### src/rtl/uart_tx_frame.sv
// UART transmit framer. Bit timing is taken from the rising edges of a
// baud-rate square wave. A frame is start, DATA_WIDTH data bits (LSB first),
// optional parity, then one or two stop bits. All outputs are registered.
module uart_tx_frame #(
  parameter int DATA_WIDTH = 8
) (
  input  logic                  Clk,
  input  logic                  ResetN,
  input  logic                  BaudIn,
  input  logic [DATA_WIDTH-1:0] DataIn,
  input  logic                  Send,
  input  logic [1:0]            ParityType,
  input  logic                  StopBits,
  output logic                  TxOut,
  output logic                  Busy,
  output logic                  Done
);

  localparam int CW = $clog2(DATA_WIDTH + 1);
  localparam logic [CW-1:0] LAST_CNT = CW'(DATA_WIDTH);

  localparam logic [2:0] S_IDLE   = 3'd0;
  localparam logic [2:0] S_ARM    = 3'd1;
  localparam logic [2:0] S_START  = 3'd2;
  localparam logic [2:0] S_DATA   = 3'd3;
  localparam logic [2:0] S_PARITY = 3'd4;
  localparam logic [2:0] S_STOP1  = 3'd5;
  localparam logic [2:0] S_STOP2  = 3'd6;

  logic [2:0]            state_q, state_d;
  logic                  tx_q, tx_d;
  logic                  busy_q, busy_d;
  logic                  done_q, done_d;
  logic [DATA_WIDTH-1:0] shreg_q, shreg_d;
  logic [CW-1:0]         cnt_q, cnt_d;
  logic                  baud_q, baud_d;
  logic                  par_en_q, par_en_d;
  logic                  par_bit_q, par_bit_d;
  logic                  two_stop_q, two_stop_d;
  logic                  tick;

  // One tick per rising edge of the baud square wave.
  assign tick = BaudIn & ~baud_q;

  // Next-state logic: frame sequencing, one bit per tick period.
  always_comb begin
    state_d    = state_q;
    tx_d       = tx_q;
    busy_d     = busy_q;
    done_d     = 1'b0;
    shreg_d    = shreg_q;
    cnt_d      = cnt_q;
    baud_d     = BaudIn;
    par_en_d   = par_en_q;
    par_bit_d  = par_bit_q;
    two_stop_d = two_stop_q;

    case (state_q)
      S_IDLE: begin
        tx_d = 1'b1;
        if (Send) begin
          // Everything needed for the frame is captured here so the host
          // may change DataIn and the config lines while the frame runs.
          shreg_d    = DataIn;
          par_en_d   = (ParityType == 2'b01) || (ParityType == 2'b10);
          par_bit_d  = (ParityType == 2'b01) ? ~^DataIn : ^DataIn;
          two_stop_d = StopBits;
          busy_d     = 1'b1;
          state_d    = S_ARM;
        end
      end
      S_ARM: begin
        // Wait for a baud edge so the start bit lasts a full bit time.
        tx_d = 1'b1;
        if (tick) begin
          tx_d    = 1'b0;
          state_d = S_START;
        end
      end
      S_START: begin
        if (tick) begin
          tx_d    = shreg_q[0];
          shreg_d = {1'b0, shreg_q[DATA_WIDTH-1:1]};
          cnt_d   = CW'(1);
          state_d = S_DATA;
        end
      end
      S_DATA: begin
        if (tick) begin
          if (cnt_q < LAST_CNT) begin
            tx_d    = shreg_q[0];
            shreg_d = {1'b0, shreg_q[DATA_WIDTH-1:1]};
            cnt_d   = cnt_q + CW'(1);
          end else if (par_en_q) begin
            tx_d    = par_bit_q;
            state_d = S_PARITY;
          end else begin
            tx_d    = 1'b1;
            state_d = S_STOP1;
          end
        end
      end
      S_PARITY: begin
        if (tick) begin
          tx_d    = 1'b1;
          state_d = S_STOP1;
        end
      end
      S_STOP1: begin
        if (tick) begin
          if (two_stop_q) begin
            state_d = S_STOP2;
          end else begin
            busy_d  = 1'b0;
            done_d  = 1'b1;
            state_d = S_IDLE;
          end
        end
      end
      S_STOP2: begin
        if (tick) begin
          busy_d  = 1'b0;
          done_d  = 1'b1;
          state_d = S_IDLE;
        end
      end
      default: begin
        tx_d    = 1'b1;
        busy_d  = 1'b0;
        state_d = S_IDLE;
      end
    endcase
  end

  // State registers; reset drops the line to idle immediately.
  always_ff @(posedge Clk or negedge ResetN) begin
    if (!ResetN) begin
      state_q    <= S_IDLE;
      tx_q       <= 1'b1;
      busy_q     <= 1'b0;
      done_q     <= 1'b0;
      shreg_q    <= '0;
      cnt_q      <= '0;
      baud_q     <= 1'b0;
      par_en_q   <= 1'b0;
      par_bit_q  <= 1'b0;
      two_stop_q <= 1'b0;
    end else begin
      state_q    <= state_d;
      tx_q       <= tx_d;
      busy_q     <= busy_d;
      done_q     <= done_d;
      shreg_q    <= shreg_d;
      cnt_q      <= cnt_d;
      baud_q     <= baud_d;
      par_en_q   <= par_en_d;
      par_bit_q  <= par_bit_d;
      two_stop_q <= two_stop_d;
    end
  end

  assign TxOut = tx_q;
  assign Busy  = busy_q;
  assign Done  = done_q;

endmodule

### config.mk
export PLATFORM = sky130hd
export DESIGN_NAME = uart_tx_frame
export DESIGN_NICKNAME = d
export VERILOG_FILES = /design/src/rtl/uart_tx_frame.sv
export SDC_FILE = /design/constraint.sdc
export NUM_CORES = 1
export LEC_CHECK = 0
export CORE_ASPECT_RATIO = 1.2
export CORE_MARGIN = 1.5
export CORE_UTILIZATION = 57
export CTS_BUF_LIST = sky130_fd_sc_hd__clkbuf_4
export DETAILED_ROUTE_END_ITERATION = 12
export HOLD_SLACK_MARGIN = 0.05
export PLACE_DENSITY = 0.83
export SETUP_SLACK_MARGIN = 0.02
export SYNTH_ARGS = -nofsm -noshare
export SYNTH_HDL_FRONTEND = slang
export SYNTH_SLANG_ARGS = --single-unit
export TNS_END_PERCENT = 100
### constraint.sdc
create_clock -name Clk -period 4.6 [get_ports Clk]
set_input_delay 0.92 -clock Clk [delete_from_list [all_inputs] [get_ports Clk]]
set_output_delay 0.92 -clock Clk [all_outputs]
set_load 0.01 [all_outputs]
### Word-level counts from Yosys, hierarchy flattened

Index checks and enable logic that the tools add are counted.

| storage, ports and cells | value |
|---|---|
| input port bits | 15 |
| memory bits (writable) | 0 |
| output and inout bits | 3 |
| latch bits | 0 |
| flip-flop bits (word level) | 22 |
| memories | 0 |
| bits in read-only memories | 0 |

| cells by class | value |
|---|---|
| equal/unequal tests | 18 |
| shift-type cells | 0 |
| bitwise operators | 4 |
| reduce and logical (&&, ||, !) cells | 14 |
| $mul | 0 |
| order comparisons | 1 |
| muxes and demuxes | 37 |
| add/subtract/negate cells | 1 |
| div/mod/pow operators | 0 |

Operators with widths:

| kind | count |
|---|---|
| 8-bit 2-to-1 mux | 4 |
| 3-bit 2-to-1 mux | 9 |
| 8-bit one-hot mux with 3 select lines | 1 |
| 3-bit one-hot mux with 7 select lines | 1 |
| 2-bit inequality test, second input constant | 10 |
| 1-bit 2-to-1 mux | 15 |
| 4-bit 2-to-1 mux | 3 |
| 5-bit AND reduction | 2 |
| 3-bit == test, second input constant | 3 |
| 4-bit one-hot mux with 2 select lines | 1 |
| 4-bit AND reduction | 2 |
| 8-bit AND reduction | 1 |
| 8-bit XNOR reduction | 1 |
| 8-bit parity | 1 |
| 3-bit by 2-bit == test with 1-bit output, second input constant | 2 |
| 1-bit one-hot mux with 5 select lines | 1 |
| 4-bit by 1-bit adder with 4-bit output, second input constant | 1 |
| 4-bit less-than comparator, second input constant | 1 |
| 1-bit one-hot mux with 4 select lines | 1 |
| 4-bit OR reduction | 1 |
| 3-bit by 1-bit == test with 1-bit output, second input constant | 1 |
| 3-bit logical NOT | 1 |
| 1-bit NOT | 3 |
| 3-bit nonzero test | 1 |
| other kinds (8) | 8 |

### Depth between registers and ports, before layout

Gate-level depths: netlist of the first run.

| depth | value |
|---|---|
| depth after elaboration | 4 |
| gate-level depth with buffers | 6 |
| depth with buffers taken out | 6 |

### Worst setup path after synthesis of the first run

Ideal clock, no wire load.

| path | value |
|---|---|
| path kind | input to register |
| start | input port Send |
| end | register shreg_q[4] |
| setup time | 0.119 ns |
| buffers on the path | 1 |
| stages | 5 |
| slack | 2.562 ns |
| data arrival time | 1.920 ns |
| path through | or3b_1 a221o_1 buf_6 nand2_1 o21ai_2 |

| on the way | value |
|---|---|
| word-level cells in the longest chain between the ends | 2 |

Ends and longest elaborated chain:

| what | line | source |
|---|---|---|
| start: declaration | 11 | `input logic Send,` |
| 2-bit inequality test (no source line) | - |  |
| 5-bit AND reduction (no source line) | - |  |
| end signal: assignment | 153 | `shreg_q <= shreg_d;` |
| end: declaration | 34 | `logic [DATA_WIDTH-1:0] shreg_q, shreg_d;` |

No other way between the ends.
A chain may end at the register's enable or synchronous reset.

### Worst setup path in the final report of the first run

| path | value |
|---|---|
| start | input port Send |
| end | register shreg_q[2] |

The elaborated chain is that of the path after synthesis.

==> results of run 1 <==
registers in the layout, indices dropped and copies added (netlist names):
signal,count
shreg_q,8
cnt_q,4
state_q,3
Busy,1
Done,1
TxOut,1
baud_q,1
par_bit_q,1
par_en_q,1
two_stop_q,1
cell families (layout without fill, tap and decap cells):
logic type | after synthesis | after routing | share of synthesized area, %
xor gates and xnor gates | 7 | 7 | 6.205
AOI/OAI and AO/OA | 34 | 34 | 17.58
DFF | 22 | 22 | 45.61
and+or+nand+nor | 35 | 35 | 14.79
adders and majority gates | 2 | 2 | 2.068
buffers and inverters | 12 | 26 | 4.447
muxes | 11 | 11 | 9.307
placed cells by master, fill, tap and decap left out, types with 2 or more instances in the layout:
master | Yosys | final
nand2_1 | 13 | 13
clkbuf_4 | 0 | 3
nor2_1 | 8 | 8
clkdlybuf4s50_1 | 0 | 17
a31oi_1 | 2 | 2
o21ai_1 | 6 | 6
dfrtp_1 | 21 | 21
a21oi_1 | 9 | 9
nor3_1 | 2 | 2
xnor2_1 | 5 | 5
o21ai_0 | 5 | 5
mux2i_1 | 9 | 9
ha_1 | 2 | 2
inv_1 | 5 | 5
nor2b_1 | 2 | 2
o21ai_2 | 2 | 2
o22ai_1 | 2 | 2
nand2b_1 | 3 | 3
mux2_2 | 2 | 2
stage by stage:
step / instance area (um2) / hold slack, ns / utilization, % / cells
5_1_grt: 1396 / 0.5387 / 68.89 / 157
6_report: 1396 / 0.4952 / 68.89 / 157
4_1_cts: 1396 / 0.5066 / 68.89 / 157
3_3_place_gp: 1370 / 0.4609 / 67.59 / 153
2_1_floorplan: 1210 / 0.4510 / - / 123
3_5_place_dp: 1370 / 0.4773 / 67.59 / 153
layout make-up:
type                       count  area (um2)  share of cell area [%]
inverter                       5       18.77                   1.344
clock inverter                 1       3.754                  0.2688
clock buffer                   3       22.52                   1.613
multi-input combinational     89       604.3                   43.28
timing repair buffer          17       170.2                   12.19
tap                           20       25.02                   1.792
sequential                    22       551.8                   39.52
worst min path at each step:
stage | startpoint | end | slack [ns] | cells past startpoint
global route | shreg_q[4]$_DFFE_PN0P_ | shreg_q[4]$_DFFE_PN0P_ | 0.54 | 2
global placement | shreg_q[4]$_DFFE_PN0P_ | shreg_q[4]$_DFFE_PN0P_ | 0.46 | 2
floorplan | shreg_q[4]$_DFFE_PN0P_ | shreg_q[4]$_DFFE_PN0P_ | 0.45 | 2
detailed placement | shreg_q[2]$_DFFE_PN0P_ | shreg_q[2]$_DFFE_PN0P_ | 0.48 | 2
finish | shreg_q[5]$_DFFE_PN0P_ | shreg_q[5]$_DFFE_PN0P_ | 0.50 | 2
CTS | shreg_q[5]$_DFFE_PN0P_ | shreg_q[5]$_DFFE_PN0P_ | 0.51 | 2
worst max-delay path: stages:
cell and delay (ns):
clkdlybuf4s50_1 0.47, or3b_1 0.37, a221o_1 0.52, nand2_1 0.15, o21ai_1 0.07
report_power, final:
| part | internal (W) | switching, W |
|---|---|---|
| clock network | 0.0000318 | 0.0000599 |
| registers | 0.000273 | 0.0000897 |
| logic | 0.000161 | 0.000164 |
per-layer routing:
metal / vias to the layer above / part of all wire (%) / routed length, um
met3: 4 / 3.0 / 70
met1: 466 / 42 / 967
met5: - / 0 / 0
li1: 468 / - / -
met2: 25 / 54 / 1241
met4: 0 / 1.0 / 24
==> metrics.txt, run 1 <==
max-cap violations 0; Layout area overhead 15.41%; Leakage 0.5920 nW; clk root buf clkbuf_4; Worst slew margin 34.91%; peak supply drop 0.0004012 V; Ys Warns 0; I/O Buffers 17; DRC 0; gr usage total 21.89%; Final GP Congestion 0.7917; beginning of the critical path Send; nets 155; Synth area leaders dfrtp_1 43%, mux2i_1 7.4%, nand2_1 4.0%; vias after detailed routing 963; Setup TNS 0 ns; total global routing overflow 0; Synth Area per Inst 9.837 um2; largest net degree at the start of global routing 23; CP max FO 16; critical path data arrival time 2.50 ns; status complete, no violations; most common cell in the synthesized netlist dfrtp_1; critical path capture point shreg_q[2]$_DFFE_PN0P_; FILL cells 169; final critical-path setup slack 2.279 ns; Post-synth EDFFs 0; Worst-Margin Slew 0.9733 ns; worst endpoint required time 4.78 ns; number of global-route vias before repair 868; grt met1 use 28.02%; dpl hpwl 1705 um; worst r2r src state_q[1]$_DFFE_PN0P_; Setup crit start kind primary input; Die H 53.47 um; Final Hold Vio Count 0; share of the synthesized area in the top cell type 43.43%; fmax 0.4308 GHz; clk_lat worst skew 0.32 ns; Vias/cell 6.134; first-pass GRT wire length 3815 um; drt total wl 2304 um; Synth async-reset ratio 100.0%; total CTS buffers 3; IO Pins 18; H-tree Lvls 1; share of cells above drive strength 1 6.569%; # rows 18; FF-to-FF End shreg_q[2]$_DFFE_PN0P_; syn nets 140; CTS tree done; PwrDens 558.4 nW/um2; Pwr Total 0.0007797 W; cells after synthesis 123; Reg2Reg Depth 4; core area 2027 um2; Most Crowded Layer GR met2; Tmin final 2.321 ns; pre-CTS setup slack 1.964 ns; CP Capture Type register; ANT cells 0; antenna violations before repair 0; RSZ-0062 raised after global routing no; fin crit share 50.46%; TritonRoute pass-1 iters 4; Die Footprint 2409 um2; clock-pin slew on the worst setup and hold paths 0.11 ns; Seq/Total Area, Yosys 45.60%; Starting Density 59.69%; Antenna Nets Post-Route 0; R2R Setup Slk 2.73 ns; post-synth cell types 38; worst-case clock skew 0.01392 ns; top_reg_cell synth dfrtp_1; wire length per cell 14.68 um; post-CTS resize count 0; cts hold-fix bufs 0; post-synthesis register bit count 22; Sink Count 22; most frequent cells after synthesis 21 x dfrtp_1, 13 x nand2_1, 9 x a21oi_1, 9 x mux2i_1, 8 x nor2_1; worst min path class reg -> reg; CTS Buffer Depth 2; CP Class in -> reg; post-synthesis instance area 1210 um2; Horiz. Die Dim 45.06 um; met3 Track Usage GR 2.048%; Global Route met2 Usage 37.86%; area leader, netlist dfrtp_1; Pins Over Slew Limit 0; Detailed Route Iter0 Violations 24; Post CTS Setup Buffer Count 0; Final Setup Violations 0
(Power assumes the default switching activity.)
==> inputs of run 2 (changes only) <==
Settings changed: CORE_UTILIZATION 57 to 55, PLACE_DENSITY 0.83 to 0.81.
Clock period 4.6 ns to 2.3 ns, I/O delays scaled along.
==> run 2 against run 1 <==
  * Count of clock-buffer cells in the layout is the same
  * Cell count is 8.9% higher
  * Setup slack got worse by 1.8 ns
  * Non-clock buffer count up 4
  * Die area is 3.4% higher
  * Final area rose by 3.0%
  * Utilization up 0.56 points
  * Critical endpoint is now shreg_q[5]$_DFFE_PN0P_
==> metrics.txt, run 2 (synthesis gave the netlist of run 1 again) <==
Setup TNS 0 ns (unchanged); CTS tree done; clk root buf clkbuf_4; Worst-Margin Slew 0.5488 ns (-0.4245 ns); Die H 54.38 um (+1.7%); Final Setup Violations 0 (unchanged); core area 2072 um2 (+2.2%); Vias/cell 5.731 (-6.6%); post-route cell area 1439 um2 (+3.0%); most frequent cells in the layout 21 x dfrtp_1, 17 x clkdlybuf4s50_1, 13 x nand2_1; critical path data arrival time 2.07 ns (-0.43 ns); Regs by FF count shreg_q: 8 flops, cnt_q: 4 flops, state_q: 3 flops; largest register by flop count shreg_q; DRC 0 (unchanged); # rows 18 (unchanged); ANT cells 0 (unchanged); largest net degree at the start of global routing 17 (-26%); drt total wl 2359 um (+2.4%); Tmin final 1.867 ns; worst-case clock skew 0.006388 ns (-0.007534 ns); worst endpoint required time 2.50 ns (-2.28 ns); clk_lat worst skew 0.32 ns (about the same); number of global-route vias before repair 922 (+6.2%); antenna violations before repair 0 (unchanged); Setup crit start kind primary input; H-tree Lvls 1 (unchanged); wire length per cell 13.80 um (-6.0%); status complete, no violations; vias after detailed routing 980 (+1.8%); most common cell after layout, fill and taps aside dfrtp_1; PwrDens 1113 nW/um2 (+99%); CP max FO 16 (unchanged); share of cells above drive strength 1 9.220% (+2.7 points); cts hold-fix bufs 0 (unchanged); nets 159 (+2.6%); CP Capture Type register; first-pass GRT wire length 3939 um (+3.3%); total CTS buffers 3 (unchanged); IO Pins 18 (unchanged); Final GP Congestion 0.8264 (+4.4%); Post CTS Setup Buffer Count 0 (unchanged); Antenna Nets Post-Route 0 (unchanged); post-CTS resize count 0 (unchanged); Sink Count 22 (unchanged); Starting Density 58.39% (-1.3 points); gr usage total 22.64% (+0.74 points); FILL cells 187 (+11%); fmax 0.5357 GHz; peak supply drop 0.0006782 V (+69%); Final Hold Vio Count 0 (unchanged); Leakage 0.6121 nW (+3.4%); clock-pin slew on the worst setup and hold paths 0.12 ns (about the same); Layout area overhead 18.92%; CP Class in -> reg; TritonRoute pass-1 iters 4 (unchanged); fin crit share 81.16%; max reg flops 8 (unchanged); Die Footprint 2491 um2 (+3.4%); Detailed Route Iter0 Violations 22 (-8.3%); worst min path class in -> async; max-cap violations 0 (unchanged); R2R Setup Slk 0.45 ns (-2.28 ns); Cell Area, Placed 1413 um2 (+3.1%); CTS Buffer Depth 2 (unchanged); dpl hpwl 1744 um (+2.3%); total global routing overflow 0 (unchanged); RSZ-0062 raised after global routing no; Pins Over Slew Limit 0 (unchanged); I/O Buffers 17 (unchanged); Horiz. Die Dim 45.82 um (+1.7%); Worst slew margin 63.41% (+29 points)
run 2: final cells by class:
type                    instances  area [um2]  share of cell area (%)
multi-input cells              89       604.3                   42.00
flip-flops and latches         22       551.8                   38.35
repair buffers                 21       200.2                   13.91
well taps                      30       37.54                   2.609
clock buffers                   3       22.52                   1.565
inverters                       5       18.77                   1.304
clock inverters                 1       3.754                  0.2609
run 2: per-stage QoR:
stage	setup WS (ns)	util, %	hold slack (ns)	instances	power, W
final	0.4333	69.44	0.4236	171	0.001602
after global routing	0.3124	69.44	0.4485	171	0.001734
after CTS	0.4392	69.44	0.4167	171	0.001611
after detailed placement	0.08638	68.18	0.4659	167	0.001423
after global placement	0.1299	68.18	0.4603	167	0.001382
after floorplan	0.7216	-	0.1644	123	0.001221
run 2: worst paths after layout:
check	endpoint	cells after the start	from
max reg2reg	shreg_q[5]$_DFFE_PN0P_	4	state_q[1]$_DFFE_PN0P_
max in group asynchronous	state_q[0]$_DFFE_PN0P_	2	ResetN
min	state_q[1]$_DFFE_PN0P_	1	ResetN
min in group Clk	shreg_q[4]$_DFFE_PN0P_	2	shreg_q[4]$_DFFE_PN0P_
min reg2reg	shreg_q[4]$_DFFE_PN0P_	2	shreg_q[4]$_DFFE_PN0P_
max	shreg_q[5]$_DFFE_PN0P_	5	Send
run 2: worst max-delay path, cell delays in order:
cell	delay (ns)
clkdlybuf4s50_1	0.49
or3b_1	0.38
a221o_1	0.52
nand2_1	0.14
o21ai_1	0.07
run 2: per-layer routing:
layer  vias up  routed length [um]  GRT usage (%)
met5         -                   0              0
met4         0                  69          14.29
met3         7                  66          1.980
met2        26                1171          37.56
met1       472                1052          28.09
li1        475                   -              -
run 2: power breakdown:
group          internal, W  switching, W
Sequential        0.000547      0.000139
Combinational     0.000349      0.000382
Clock            0.0000637      0.000120
Total             0.000960      0.000642
